==> src/rtl/tspp_fetch_sequencer.sv <==
// Fetch-side sequencer: owns the PC, runs the instruction-memory read and fills
// the IF/EX latch under control of the hazard unit.
module tspp_fetch_sequencer #(
    parameter logic [31:0] RESET_PC = 32'h0000_0200,
    parameter logic [31:0] NOP_INSN = 32'h0000_0013
) (
    input  logic        CLK,
    input  logic        RST,
    input  logic        pc_en,
    input  logic        npc_sel,
    input  logic        if_ex_stall,
    input  logic        if_ex_flush,
    input  logic        insert_priv_pc,
    input  logic        iren,
    input  logic [31:0] priv_pc,
    input  logic [31:0] brj_addr,
    output logic        i_mem_busy,
    output logic        fault_insn,
    output logic        mal_insn,
    output logic [31:0] epc_f,
    output logic [31:0] badaddr_f,
    output logic        rv32c_ready,
    output logic        imem_ren,
    output logic [31:0] imem_addr,
    input  logic [31:0] imem_rdata,
    input  logic        imem_busy,
    input  logic        imem_error,
    output logic        ifex_valid,
    output logic [31:0] ifex_instr,
    output logic [31:0] ifex_pc,
    output logic [31:0] ifex_pc4,
    output logic [1:0]  state_dbg
);

    typedef enum logic [1:0] {
        FETCH = 2'd0,
        HOLD  = 2'd1,
        DRAIN = 2'd2
    } state_t;

    state_t      state;
    logic [31:0] pc;
    logic [31:0] pend_pc;
    logic [31:0] buf_word;
    logic        buf_err;

    logic        mis;
    logic [31:0] npc;
    logic        done;
    logic        deliver;
    logic [31:0] word;
    logic        word_err;
    logic        redirect;

    // Bus handshake: a read is requested while imem_ren=1 and completes in the
    // first cycle with imem_ren=1 and imem_busy=0; imem_rdata/imem_error are
    // sampled only in that cycle and imem_addr is stable until then.
    assign mis         = (pc[1:0] != 2'b00);
    assign redirect    = insert_priv_pc | npc_sel;
    assign npc         = insert_priv_pc ? priv_pc : (npc_sel ? brj_addr : pc + 32'd4);
    assign imem_addr   = pc;
    assign epc_f       = pc;
    assign badaddr_f   = pc;
    assign rv32c_ready = 1'b1;
    assign state_dbg   = state;

    always_comb begin
        imem_ren   = 1'b0;
        i_mem_busy = 1'b0;
        mal_insn   = 1'b0;
        case (state)
            FETCH: begin
                imem_ren   = iren & ~mis;
                i_mem_busy = iren & ~mis & imem_busy;
                mal_insn   = iren & mis;
            end
            DRAIN: begin
                imem_ren   = 1'b1;
                i_mem_busy = 1'b1;
            end
            default: begin
                imem_ren   = 1'b0;
                i_mem_busy = 1'b0;
            end
        endcase
    end

    assign done       = (state == FETCH) & imem_ren & ~imem_busy;
    assign word       = (state == HOLD) ? buf_word : imem_rdata;
    assign word_err   = (state == HOLD) ? buf_err : imem_error;
    assign deliver    = (done & pc_en) | ((state == HOLD) & pc_en);
    assign fault_insn = (done & imem_error) | ((state == HOLD) & buf_err);

    always_ff @(posedge CLK or posedge RST) begin
        if (RST) begin
            state    <= FETCH;
            pc       <= RESET_PC;
            pend_pc  <= 32'd0;
            buf_word <= 32'd0;
            buf_err  <= 1'b0;
        end else begin
            case (state)
                FETCH: begin
                    if (imem_ren && !imem_busy) begin
                        if (pc_en) begin
                            pc <= npc;
                        end else begin
                            buf_word <= imem_rdata;
                            buf_err  <= imem_error;
                            state    <= HOLD;
                        end
                    end else if (imem_ren) begin
                        if (pc_en) begin
                            pend_pc <= npc;
                            state   <= DRAIN;
                        end
                    end else if (pc_en) begin
                        pc <= npc;
                    end
                end
                HOLD: begin
                    if (pc_en) begin
                        pc    <= npc;
                        state <= FETCH;
                    end
                end
                DRAIN: begin
                    // A redirect landing on the completion cycle must still win.
                    if (pc_en && redirect) begin
                        pend_pc <= npc;
                    end
                    if (!imem_busy) begin
                        pc    <= (pc_en && redirect) ? npc : pend_pc;
                        state <= FETCH;
                    end
                end
                default: state <= FETCH;
            endcase
        end
    end

    always_ff @(posedge CLK or posedge RST) begin
        if (RST) begin
            ifex_valid <= 1'b0;
            ifex_instr <= NOP_INSN;
            ifex_pc    <= 32'd0;
            ifex_pc4   <= 32'd0;
        end else if (if_ex_flush) begin
            ifex_valid <= 1'b0;
            ifex_instr <= NOP_INSN;
        end else if (!if_ex_stall) begin
            if (deliver && !word_err) begin
                ifex_valid <= 1'b1;
                ifex_instr <= word;
                ifex_pc    <= pc;
                ifex_pc4   <= pc + 32'd4;
            end else begin
                ifex_valid <= 1'b0;
                ifex_instr <= NOP_INSN;
            end
        end
    end

endmodule

==> config.mk <==
export PLATFORM = sky130hd
export DESIGN_NAME = tspp_fetch_sequencer
export DESIGN_NICKNAME = d
export VERILOG_FILES = /design/src/rtl/tspp_fetch_sequencer.sv
export SDC_FILE = /design/constraint.sdc
export NUM_CORES = 1
export LEC_CHECK = 0
export BUFFER_PORTS_ARGS = -buffer_cell sky130_fd_sc_hd__buf_2
export CORE_MARGIN = 8
export CORE_UTILIZATION = 45
export CTS_CLUSTER_SIZE = 10
export DETAILED_ROUTE_END_ITERATION = 6
export PLACE_DENSITY = 0.82
export SLEW_MARGIN = 20
export SYNTH_ARGS = -nofsm -noshare
export SYNTH_HDL_FRONTEND = slang
export SYNTH_SLANG_ARGS = --single-unit
==> constraint.sdc <==
create_clock -name CLK -period 8.57 [get_ports CLK]
set_clock_uncertainty 0.05 [all_clocks]
set_input_delay 1.714 -clock CLK [delete_from_list [all_inputs] [get_ports CLK]]
set_output_delay 1.714 -clock CLK [all_outputs]
set_load 0.05 [all_outputs]
Yosys cells after proc, flatten, opt, wreduce, memory -nomap -nowiden. Cells that the tools add are included.

$add $sub $neg: 1. Equality and inequality tests: 12. Muxes and demuxes: 30. Bitwise operators: 17. Reductions and logical operators: 14.

Operators with widths (number): 32-bit 2-to-1 mux (14); 32-bit case mux with 3 select lines (1); 32-bit case mux with 2 select lines (1); 32-bit by 3-bit adder with 32-bit output, second input constant (1); 2-bit 2-to-1 mux (6); 2-bit inequality test, second input constant (5); 1-bit bitwise AND (9); 3-bit by 2-bit inequality test with 1-bit output, second input constant (3); 3-bit AND reduction (3); 2-bit case mux with 3 select lines (1); 1-bit 2-to-1 mux (5); 1-bit NOT (5); 5-bit AND reduction (1); 1-bit case mux with 2 select lines (2); 4-bit AND reduction (1); 2-bit nonzero test (2); 1-bit logical AND (3); 3-bit inequality test, second input constant (1); 1-bit bitwise OR (3); 3-bit nonzero test (1); 2-bit by 1-bit equality test with 1-bit output, second input constant (1); 2-bit equality test, second input constant (1); 1-bit zero test (2); 2-bit zero test (1); 2-bit by 1-bit inequality test with 1-bit output, second input constant (1).

Bits in registers: 196. Bits of input ports: 106. Word-level logic and storage cells: 83.

Depth between registers and ports, before layout. Gate-level depths: netlist of run 1.

Word-level depth: 12. Mapped depth: 9. Depth with buffers taken out: 7.

Worst setup path before layout of run 1. No wires, ideal clock.

Path type: in2out. From: in iren. To: out mal_insn. Arrival: 3.303 ns. Slack: 3.503 ns. Stages on the path: 1. Cell sequence: nor4b_1.

Longest elaborated chain between the ends: 2.

RTL lines: start, declared (line 14) `input logic iren,`; 1-bit bitwise AND (line 75) `mal_insn = iren & mis;`; 1-bit 2-to-1 mux (line 71) `case (state)`; end, declared (line 19) `output logic mal_insn,`.

Every way passes these cells.

Final worst setup path of run 1.
From: in iren. To: out fault_insn.

Longest elaborated chain between the ends: 6.

RTL lines: 1-bit bitwise AND (line 73) `imem_ren = iren & ~mis;`; 1-bit case mux with 2 select lines (line 71); 1-bit bitwise AND (2 in series) (line 88) `assign done = (state == FETCH) & imem_ren & ~imem_busy;`; 1-bit bitwise AND (line 92) `assign fault_insn = (done & imem_error) | ((state == HOLD) & buf_err);`; 1-bit bitwise OR (line 92); end, declared (line 18) `output logic fault_insn,`.

Every way passes these cells.

==> results.sh, run 1 <==
export IMPL_status="complete, no violations"
export IMPL_path_max_fanout=6
export IMPL_required_ps=6810
export IMPL_ys_ff_latch=194
export IMPL_ctsLongestPathBuffers=2
export IMPL_netlist_instances=1028
export IMPL_grt_overflow_total=0
export IMPL_netSwitchingPower_mw=2.315
export IMPL_dr_total_vias=8445
export IMPL_worstSetupPathType="primary input to primary output"
export IMPL_initial_core_util=0.4602
export IMPL_insertion_delay_ps=430
export IMPL_grt_pass1_vias=8487
export IMPL_post_drt_wl_per_cell_um=20.17
export IMPL_synth_compound_area_share=0.1435
export IMPL_tns_ps=0
export IMPL_synth_mux_area_frac=0.08329
export IMPL_yosys_warnings=0
export IMPL_synth_top_area_share=0.4899
export IMPL_die_w_um=162.9
export IMPL_dp_hpwl_um=21920
export IMPL_synth_area_um2=9704
export IMPL_postCtsSetupBuffers=0
export IMPL_setup_viol=0
export IMPL_drc_errors=0
export IMPL_drt_initial_drc_count=784
export IMPL_via_per_inst=5.578
export IMPL_p_clk_frac=0.187
export IMPL_dr_pass1_iters=6
export IMPL_clock_sinks=194
export IMPL_core_area_um2=21090
export IMPL_synth_adder_area_share=0.001289
export IMPL_globalplace_congestion=0.8245
export IMPL_hold_class="flip-flop to flip-flop"
export IMPL_synth_top_cell_by_area="dfrtp_1"
export IMPL_grt_usage=0.2253
export IMPL_maxSlewHeadroom=0.3246
export IMPL_ys_flop_type="dfrtp_1"
export IMPL_fp_dieH_um=162.9
export IMPL_syn_nets=1135
export IMPL_drive_above_1_share=0.3255
export IMPL_drv_cap=0
export IMPL_peakVddDrop_uv=171.5
export IMPL_ff2ff_path_depth=6
export IMPL_synth_seq_area_share=0.5008
export IMPL_fp_dieArea_um2=26520
export IMPL_htree_levels=4
export IMPL_finalWirelength_um=30540
export IMPL_synth_top_family_by_area="simple AND/OR/NAND/NOR gates"
export IMPL_async_flop_share=1.000
export IMPL_synth_simple_area_share=0.1650
export IMPL_numCtsBuffers=17
export IMPL_period_minus_slack_ps=4663
export IMPL_internal_power_mw=2.201
export IMPL_r2r_end="badaddr_f[27]$_DFFE_PP0P_"
export IMPL_hold_viol_final=0
export IMPL_r2r_slack_ps=5490
export IMPL_cts_root_buf="clkbuf_16"
export IMPL_ios=306
export IMPL_yosys_top_cells_area="dfrtp_1 49%, nand2_1 8.9%, buf_4 5.2%, o21ai_0 4.5%, mux2_2 4.4%"
export IMPL_port_buffers=304
export IMPL_tightest_slew_ps=1009
export IMPL_ant_nets=0
export IMPL_fin_nets=1332
export IMPL_finalMaxSlewViolations=0
export IMPL_p_leak_nw=5.713
export IMPL_synth_edff_count=0
export IMPL_crit_arrival_ps=2900
export IMPL_setup_ws_ps=3907
export IMPL_antenna_found_initial=4
export IMPL_min_from="ifex_pc[3]$_DFFE_PP0P_"
export IMPL_power_density_nw_per_um2=390.8
export IMPL_synthToLayoutAreaGrowth_pct=19.06
export IMPL_rsz0062_at_grt="no"
export IMPL_ctsResizeCount=0
export IMPL_synth_distinct_cells=64
export IMPL_pwr_share_seq=0.348
export IMPL_grt_max_degree=125
export IMPL_postCtsHoldBufs=0
export IMPL_start_kind="primary input"
export IMPL_p_comb_frac=0.465
export IMPL_r2r_start="badaddr_f[4]$_DFFE_PP0P_"
export IMPL_finalCritPeriodShare=0.5441
export IMPL_holdPathStages=2
export IMPL_min_to="ifex_pc[3]$_DFFE_PP0P_"
export IMPL_cts_tree="yes"
export IMPL_synth_area_per_cell_um2=9.440
export IMPL_grt_pass1_wl_um=47170
export IMPL_end_kind="primary output"
export IMPL_rows=53
export IMPL_fmax_mhz=214.4
export IMPL_synth_xor_area_frac=0.02166
export IMPL_preCtsSetupSlack_ps=3919
export IMPL_switching_share=0.5126
export IMPL_path_clk_slew_ps=70
-- metrics by stage --
stage                     hold WS, ps  utilization  power, mW  cell area [um2]  cells
after floorplan                 388.0            -      3.275             9704   1028
after global placement          398.5       0.5182      3.649            10930   1481
after detailed placement        408.2       0.5182      3.694            10930   1481
after CTS                       427.2       0.5478      4.542            11550   1513
after global routing            456.5       0.5479      4.728            11550   1514
final                           423.8       0.5479      4.516            11550   1514
-- cell families (layout without fill, tap and decap cells) --
kind of cell / count (synthesis) / in the layout
and+or+nand+nor: 372 / 372
AOI/OAI and AO/OA: 214 / 214
DFF: 194 / 194
buffers and inverters: 146 / 356
muxes: 76 / 76
xor gates and xnor gates: 24 / 24
adders and majority gates: 1 / 1
other: 1 / 2
-- area by class of cell --
type	instances	area, um2
fillers	1876	9534
well taps	275	344.1
clock inverters	15	197.7
inverters	11	48.80
clock buffers	17	425.4
flip-flops and latches	194	4860
multi-input cells	688	4086
diodes	1	2.502
repair buffers	313	1589
-- cell usage in the layout, fill, tap and decap left out, drive strengths merged, types with 4 or more instances in the layout --
cell type and count:
mux2i 38, o22a 8, o21a 4, nand2b 12, o21ai 92, dfrtp 190
nor4 6, o31ai 5, xnor2 18, inv 17, nand3 14, a31oi 4
mux2 38, nand2 229, a22o 9, nor3b 6, a211oi 8, a221oi 5
a222oi 5, o31a 6, o221ai 6, dfstp 4, a21oi 31, buf 313
nor2 72, and3 4, nor3 9, xor2 6, nand4 7, clkinv 4
clkbuf 17
-- sequential cells by signal (all words and copies together) (netlist names) --
signal and flops:
buf_word 32, badaddr_f 32, ifex_valid 1, pend_pc 32, ifex_pc4 30, ifex_instr 32
state_dbg 2, ifex_pc 32, buf_err 1
-- worst max-delay path: stages --
cell and delay (ps):
buf_2 80, nor3b_2 290, nor3b_1 290, nand2_1 90, a21oi_1 140, buf_2 290
-- worst max-delay path by stage --
stage / from / end / slack (ps)
after detailed placement: iren / fault_insn / 3920
after global routing: iren / fault_insn / 3720
after CTS: iren / fault_insn / 3900
final: iren / fault_insn / 3910
after floorplan: RST / badaddr_f[0]$_DFFE_PP0P_ / 1530
after global placement: iren / fault_insn / 3910
-- metal layers --
| metal | global-route usage | wire (um) | vias up |
|---|---|---|---|
| met1 | 0.2799 | 12200 | 4102 |
| met4 | 0.06214 | 520 | 6 |
| met2 | 0.3640 | 14320 | 412 |
| met3 | 0.08165 | 3464 | 48 |
| li1 | - | - | 3877 |
| met5 | 0 | 37 | - |
-- cells in the mapped netlist (all sizes together) (4+ instances only) --
cell    number
o31ai        5
dfstp        4
clkbuf      53
a31oi        4
nand4        7
buf         82
mux2i       38
dfrtp      190
xnor2       18
o21ai       92
mux2        38
o221ai       6
nand2      229
nor2        72
a222oi       5
xor2         6
and3         4
nor3b        6
o21a         4
a21oi       31
nor3         9
nand2b      12
a22o         9
nand3       14
a211oi       8
inv         11
nor4         6
a221oi       5
o22a         8
o31a         6
-- power by group through the flow --
stage / clock network (mW) / registers (mW) / logic, mW
floorplan: 0 / 2.09 / 1.19
global placement: 0 / 1.56 / 2.09
detailed placement: 0 / 1.58 / 2.11
CTS: 0.861 / 1.56 / 2.12
global route: 0.893 / 1.61 / 2.22
finish: 0.845 / 1.57 / 2.10
Power figures use the tool's default switching activity.
==> run 2: changes to the inputs <==
--- a/config.mk
+++ b/config.mk
@@ -5,12 +5,13 @@
 export SDC_FILE = /design/constraint.sdc
 export NUM_CORES = 1
 export LEC_CHECK = 0
+export ABC_AREA = 1
 export BUFFER_PORTS_ARGS = -buffer_cell sky130_fd_sc_hd__buf_2
 export CORE_MARGIN = 8
 export CORE_UTILIZATION = 45
 export CTS_CLUSTER_SIZE = 10
 export DETAILED_ROUTE_END_ITERATION = 6
-export PLACE_DENSITY = 0.82
+export PLACE_DENSITY = 0.81
 export SLEW_MARGIN = 20
 export SYNTH_ARGS = -nofsm -noshare
 export SYNTH_HDL_FRONTEND = slang
==> constraint.sdc (replaced) <==
create_clock -name CLK -period 4.8 [get_ports CLK]
set_clock_uncertainty 0.05 [all_clocks]
set_input_delay 0.96 -clock CLK [delete_from_list [all_inputs] [get_ports CLK]]
set_output_delay 0.96 -clock CLK [all_outputs]
set_load 0.05 [all_outputs]
==> run 2 against run 1 <==
Against the previous run: combinational power grew 120%; global-route usage is essentially flat; non-clock buffer count is the same; first-iteration DRC count grew 11%; utilization shrank 1.5 points; flip-flop and latch count is the same; largest cell class unchanged; largest power group unchanged.
==> results.sh, run 2 <==
export IMPL_start_kind="flip-flop"
export IMPL_fmax_mhz=318.8
export IMPL_p_leak_nw=6.411
export IMPL_hold_viol_final=0
export IMPL_dr_total_vias=9491
export IMPL_cts_root_buf="clkbuf_16"
export IMPL_synthToLayoutAreaGrowth_pct=17.29
export IMPL_tns_ps=0
export IMPL_finalMaxSlewViolations=0
export IMPL_hold_class="flip-flop to flip-flop"
export IMPL_numCtsBuffers=17
export IMPL_antenna_found_initial=0
export IMPL_synth_top_area_share=0.4663
export IMPL_multi_input_area_um2=4153
export IMPL_synth_area_um2=10200
export IMPL_rows=55
export IMPL_layout_common_cells="398 x nand2_1, 304 x buf_2, 190 x dfrtp_1, 130 x nand3_1, 97 x o21ai_0"
export IMPL_cts_tree="yes"
export IMPL_clock_sinks=194
export IMPL_core_area_um2=22430
export IMPL_yosys_top_cells_area="dfrtp_1 47%, nand2_1 15%, nand3_1 6.4%, buf_4 5.7%, o21ai_0 4.8%"
export IMPL_insertion_delay_ps=430
export IMPL_postCtsHoldBufs=0
export IMPL_finalWirelength_um=32270
export IMPL_ios=306
export IMPL_tightest_slew_ps=973.1
export IMPL_path_max_fanout=82
export IMPL_via_per_inst=5.226
export IMPL_r2r_slack_ps=1660
export IMPL_grt_max_degree=83
export IMPL_path_cells="inv_2 > nand2_2 > inv_2 > o21ai_1 > a21oi_2 > nand2_4 > buf_4 > nand2_1 > o21ai_2"
export IMPL_netlist_instances=1320
export IMPL_final_core_util=0.5331
export IMPL_fp_dieArea_um2=27730
export IMPL_max_stage_delay_ps=750
export IMPL_ctsResizeCount=0
export IMPL_rsz0062_at_grt="no"
export IMPL_drt_initial_drc_count=871
export IMPL_dr_pass1_iters=7
export IMPL_htree_levels=4
export IMPL_yosys_warnings=0
export IMPL_crit_slowest_cell="buf_4"
export IMPL_r2r_end="ifex_pc[21]$_DFFE_PP0P_"
export IMPL_drive_above_1_share=0.2593
export IMPL_period_minus_slack_ps=3137
export IMPL_synth_edff_count=0
export IMPL_globalplace_congestion=0.8909
export IMPL_worstSetupPathDepth=9
export IMPL_ctsLongestPathBuffers=2
export IMPL_crit_arrival_ps=3440
export IMPL_grt_overflow_total=0
export IMPL_port_buffers=304
export IMPL_setup_ws_ps=1663
export IMPL_status="complete, no violations"
export IMPL_ys_ff_latch=194
export IMPL_num_antenna_cells=0
export IMPL_setup_viol=0
export IMPL_grt_usage=0.2254
export IMPL_cp_buffers_inverters=3
export IMPL_initial_core_util=0.4545
export IMPL_cp_startpoint="state_dbg[1]$_DFFE_PP0P_"
export IMPL_worstSetupPathType="flip-flop to flip-flop"
export IMPL_maxSlewHeadroom=0.3490
export IMPL_crit_top_cell="inv_2"
export IMPL_die_w_um=166.5
export IMPL_r2r_start="state_dbg[1]$_DFFE_PP0P_"
export IMPL_crit_family="simple AND/OR/NAND/NOR gates"
export IMPL_post_drt_wl_per_cell_um=17.77
export IMPL_ant_nets=0
export IMPL_finalCritPeriodShare=0.6536
export IMPL_yosysMostFrequentCell="nand2_1"
export IMPL_fp_dieH_um=166.5
export IMPL_num_fill_cells=2112
export IMPL_syn_nets=1427
export IMPL_fin_nets=1625
export IMPL_path_clk_slew_ps=80
export IMPL_netlist_top_cells_count="399 x nand2_1, 190 x dfrtp_1, 130 x nand3_1"
export IMPL_required_ps=5100
export IMPL_synth_distinct_cells=37
export IMPL_end_kind="flip-flop"
export IMPL_ys_flop_type="dfrtp_1"
export IMPL_drv_cap=0
export IMPL_cp_endpoint="ifex_pc[21]$_DFFE_PP0P_"
export IMPL_whs_ps=427.6
export IMPL_preCtsSetupSlack_ps=1657
export IMPL_power_density_nw_per_um2=760.7
export IMPL_ff2ff_path_depth=9
export IMPL_grt_pass1_vias=9199
export IMPL_postCtsSetupBuffers=0
export IMPL_grt_pass1_wl_um=50290
export IMPL_synth_seq_area_share=0.4766
export IMPL_seqCellArea_um2=4860
export IMPL_peakVddDrop_uv=461.9
export IMPL_drc_errors=0
export IMPL_synth_top_cell_by_area="dfrtp_1"
export IMPL_final_common_cell="nand2_1"
export IMPL_dp_hpwl_um=23780
export IMPL_async_flop_share=1.000
export IMPL_synth_area_per_cell_um2=7.724
## run 2: layer usage
layer | track usage | share of wire
met4 | 0.1022 | 0.038
met5 | 0 | 0
met3 | 0.05414 | 0.078
met1 | 0.2957 | 0.43
met2 | 0.3486 | 0.45
## run 2: stage by stage
| stage | cells | area [um2] | power [mW] |
|---|---|---|---|
| floorplan | 1320 | 10200 | 6.639 |
| finish | 1816 | 11960 | 9.097 |
| global route | 1816 | 11960 | 9.548 |
| global placement | 1784 | 11300 | 7.507 |
| detailed placement | 1784 | 11300 | 7.588 |
| CTS | 1816 | 11950 | 9.122 |
## run 2: cell families after synthesis
group,count (synthesis),synth area share
DFF,194,0.4766
xor gates and xnor gates,8,0.006872
buffers and inverters,222,0.1173
adders and majority gates,1,0.001227
AOI/OAI and AO/OA,234,0.1264
other,1,0.0003678
and+or+nand+nor,660,0.2712
## run 2: layout make-up
type	count	share of cell area
Sequential cell	194	0.4064
Clock buffer	17	0.03557
Clock inverter	15	0.01904
Multi-Input combinational cell	904	0.3472
Timing Repair Buffer	313	0.1339
Inverter	88	0.02804
Tap cell	285	0.02982
## run 2: how the worst min path moves through the flow
stage / start / end / cells after the start
after floorplan: pend_pc[13]$_DFFE_PP0P_ / pend_pc[13]$_DFFE_PP0P_ / 2
after global placement: pend_pc[20]$_DFFE_PP0P_ / pend_pc[20]$_DFFE_PP0P_ / 2
after detailed placement: pend_pc[10]$_DFFE_PP0P_ / pend_pc[10]$_DFFE_PP0P_ / 2
after CTS: pend_pc[10]$_DFFE_PP0P_ / pend_pc[10]$_DFFE_PP0P_ / 2
after global routing: pend_pc[18]$_DFFE_PP0P_ / pend_pc[18]$_DFFE_PP0P_ / 2
final: pend_pc[10]$_DFFE_PP0P_ / pend_pc[10]$_DFFE_PP0P_ / 2
## run 2: where the power goes
group / switching [mW] / internal [mW] / total (mW)
clock: 0.751 / 0.774 / 1.52
sequential: 0.621 / 2.24 / 2.86
combinational: 3.71 / 1.00 / 4.71
total: 5.08 / 4.02 / 9.10
## run 2: worst reg2reg max path, delay by kind of cell (launching register included)
family / cells / cell delay [ps]
AOI/OAI and AO/OA: 3 / 370
buffers and inverters: 3 / 1050
DFF: 1 / 430
and+or+nand+nor: 3 / 1160
==> run 3: changes to the inputs <==
--- a/config.mk
+++ b/config.mk
@@ -11,7 +11,7 @@
 export CORE_UTILIZATION = 45
 export CTS_CLUSTER_SIZE = 10
 export DETAILED_ROUTE_END_ITERATION = 6
-export PLACE_DENSITY = 0.81
+export PLACE_DENSITY = 0.84
 export SLEW_MARGIN = 20
 export SYNTH_ARGS = -nofsm -noshare
 export SYNTH_HDL_FRONTEND = slang
==> constraint.sdc (replaced) <==
create_clock -name CLK -period 2.8 [get_ports CLK]
set_clock_uncertainty 0.05 [all_clocks]
set_input_delay 0.56 -clock CLK [delete_from_list [all_inputs] [get_ports CLK]]
set_output_delay 0.56 -clock CLK [all_outputs]
set_load 0.05 [all_outputs]
==> run 3 against run 2 <==
Against the previous run: worst hold slack worse by 320 ps; utilization up 0.50 points; register-to-register slack lost 1000 ps; non-clock buffer count grew 10; global-route usage is 0.98 points higher; combinational power increased by 74%; total power up 73%; critical endpoint is now fault_insn.
==> results.sh, run 3 (same netlist as run 2, synthesis figures left out) <==
export IMPL_max_stage_delay_ps=450
export IMPL_path_clk_slew_ps=80
export IMPL_drive_above_1_share=0.2641
export IMPL_fp_dieArea_um2=27730
export IMPL_ios=306
export IMPL_end_kind="primary output"
export IMPL_status="complete, no violations"
export IMPL_peakVddDrop_uv=842.8
export IMPL_placed_area_um2=11430
export IMPL_cp_buffers_inverters=1
export IMPL_tightest_slew_ps=614.7
export IMPL_globalplace_congestion=0.8887
export IMPL_layout_cells_non_filler=1826
export IMPL_rows=55
export IMPL_core_area_um2=22430
export IMPL_ant_nets=0
export IMPL_ctsResizeCount=0
export IMPL_via_per_inst=5.265
export IMPL_drc_errors=0
export IMPL_drv_cap=0
export IMPL_globalRouteMet3Util=0.04846
export IMPL_fmax_mhz=404.4
export IMPL_dp_cells=1794
export IMPL_start_kind="flip-flop"
export IMPL_crit_arrival_ps=1860
export IMPL_drt_initial_drc_count=1012
export IMPL_p_leak_nw=6.468
export IMPL_crit_top_cell="nor2_1"
export IMPL_post_drt_wl_per_cell_um=18.12
export IMPL_finalInstanceArea_um2=12070
export IMPL_grt_overflow_total=0
export IMPL_num_antenna_cells=0
export IMPL_maxSlewHeadroom=0.5896
export IMPL_cts_root_buf="clkbuf_16"
export IMPL_period_minus_slack_ps=2473
export IMPL_synthToLayoutAreaGrowth_pct=18.40
export IMPL_postCtsSetupBuffers=0
export IMPL_cts_tree="yes"
export IMPL_use_met1=0.3096
export IMPL_ctsLongestPathBuffers=2
export IMPL_dp_hpwl_um=24520
export IMPL_finalWirelength_um=33090
export IMPL_path_max_fanout=6
export IMPL_grt_max_degree=111
export IMPL_final_common_cell="nand2_1"
export IMPL_htree_levels=4
export IMPL_crit_family="simple AND/OR/NAND/NOR gates"
export IMPL_postCtsHoldBufs=0
export IMPL_busiest_layer="met2"
export IMPL_die_w_um=166.5
export IMPL_dr_total_vias=9614
export IMPL_hold_class="primary input to async pin"
export IMPL_r2r_slack_ps=650
export IMPL_setup_viol=0
export IMPL_port_buffers=304
export IMPL_rsz0062_at_grt="no"
export IMPL_grt_usage=0.2352
export IMPL_finalCritPeriodShare=0.8832
export IMPL_fin_nets=1635
export IMPL_clock_sinks=194
export IMPL_initial_core_util=0.4545
export IMPL_numCtsBuffers=17
export IMPL_dr_pass1_iters=7
export IMPL_required_ps=2190
export IMPL_worstSetupPathType="flip-flop to primary output"
export IMPL_power_density_nw_per_um2=1301
export IMPL_finalMaxSlewViolations=0
export IMPL_grt_pass1_wl_um=52150
export IMPL_fp_dieH_um=166.5
export IMPL_layout_common_cells="398 x nand2_1, 304 x buf_2, 190 x dfrtp_1, 130 x nand3_1, 97 x o21ai_0"
export IMPL_antenna_found_initial=0
export IMPL_met2_usage=0.3769
export IMPL_insertion_delay_ps=450
export IMPL_grt_pass1_vias=9463
export IMPL_hold_viol_final=0
export IMPL_crit_slowest_cell="dfrtp_1"
export IMPL_path_cells="nor2_1 > nand3_1 > nor2_1 > a32o_1 > buf_2"
## run 3: cell types whose count changed in the layout (fill, tap and decap cells not counted), sizes merged
cell    delta
buf       +10
clkinv     -3
inv        +4
bufinv     -1
## run 3: layout make-up
cell class | count | area [um2]
fill | 2111 | 10360
sequential | 194 | 4860
multi-input combinational | 904 | 4148
timing repair buffer | 323 | 1727
clock buffer | 17 | 425.4
tap | 285 | 356.6
inverter | 88 | 335.3
clock inverter | 15 | 220.2
## run 3: final timing paths
check	from	to	cells after the start
worst max-delay path	badaddr_f[0]$_DFFE_PP0P_	fault_insn	5
worst min-delay path	RST	ifex_pc4[14]$_DFFE_PP0P_	2
worst max register to register	badaddr_f[3]$_DFFE_PP0P_	pend_pc[8]$_DFFE_PP0P_	8
worst min register to register	ifex_pc[24]$_DFFE_PP0P_	ifex_pc[24]$_DFFE_PP0P_	2
max in group asynchronous	RST	badaddr_f[9]$_DFFE_PP1P_	3
min in group CLK	imem_rdata[1]	buf_word[1]$_DFFE_PP0P_	3
## run 3: metal layers
layer | wire length, um | part of all wire
met4 | 1068 | 0.032
met5 | 0 | 0
met3 | 2322 | 0.070
met2 | 15580 | 0.47
met1 | 14120 | 0.43
## run 3: per-stage QoR
step / power [mW] / hold WS, ps / worst slack (ps) / utilization / setup TNS, ps
floorplan: 11.38 / 391.4 / -311.1 / - / -59120
global placement: 12.92 / 403.2 / 587.7 / 0.5093 / 0
detailed placement: 13.09 / 410.0 / 539.4 / 0.5093 / 0
CTS: 15.72 / 110.4 / 301.9 / 0.5381 / 0
global route: 16.45 / 114.4 / 134.9 / 0.5381 / 0
finish: 15.70 / 111.3 / 326.9 / 0.5381 / 0
## run 3: worst reg2reg max path: cells and delay by family, from the launching register on
family	cells	cell delay (ps)
flip-flops	1	490
adder cells (fa/ha/maj)	1	260
XOR/XNOR	1	270
AND/OR/NAND/NOR	5	770
AO/OA/AOI/OAI	1	250
## run 3: where the power goes
group / internal [mW] / switching, mW / total (mW)
Clock: 1.26 / 1.34 / 2.60
Sequential: 3.84 / 1.07 / 4.91
Combinational: 1.75 / 6.44 / 8.19
Total: 6.86 / 8.84 / 15.7
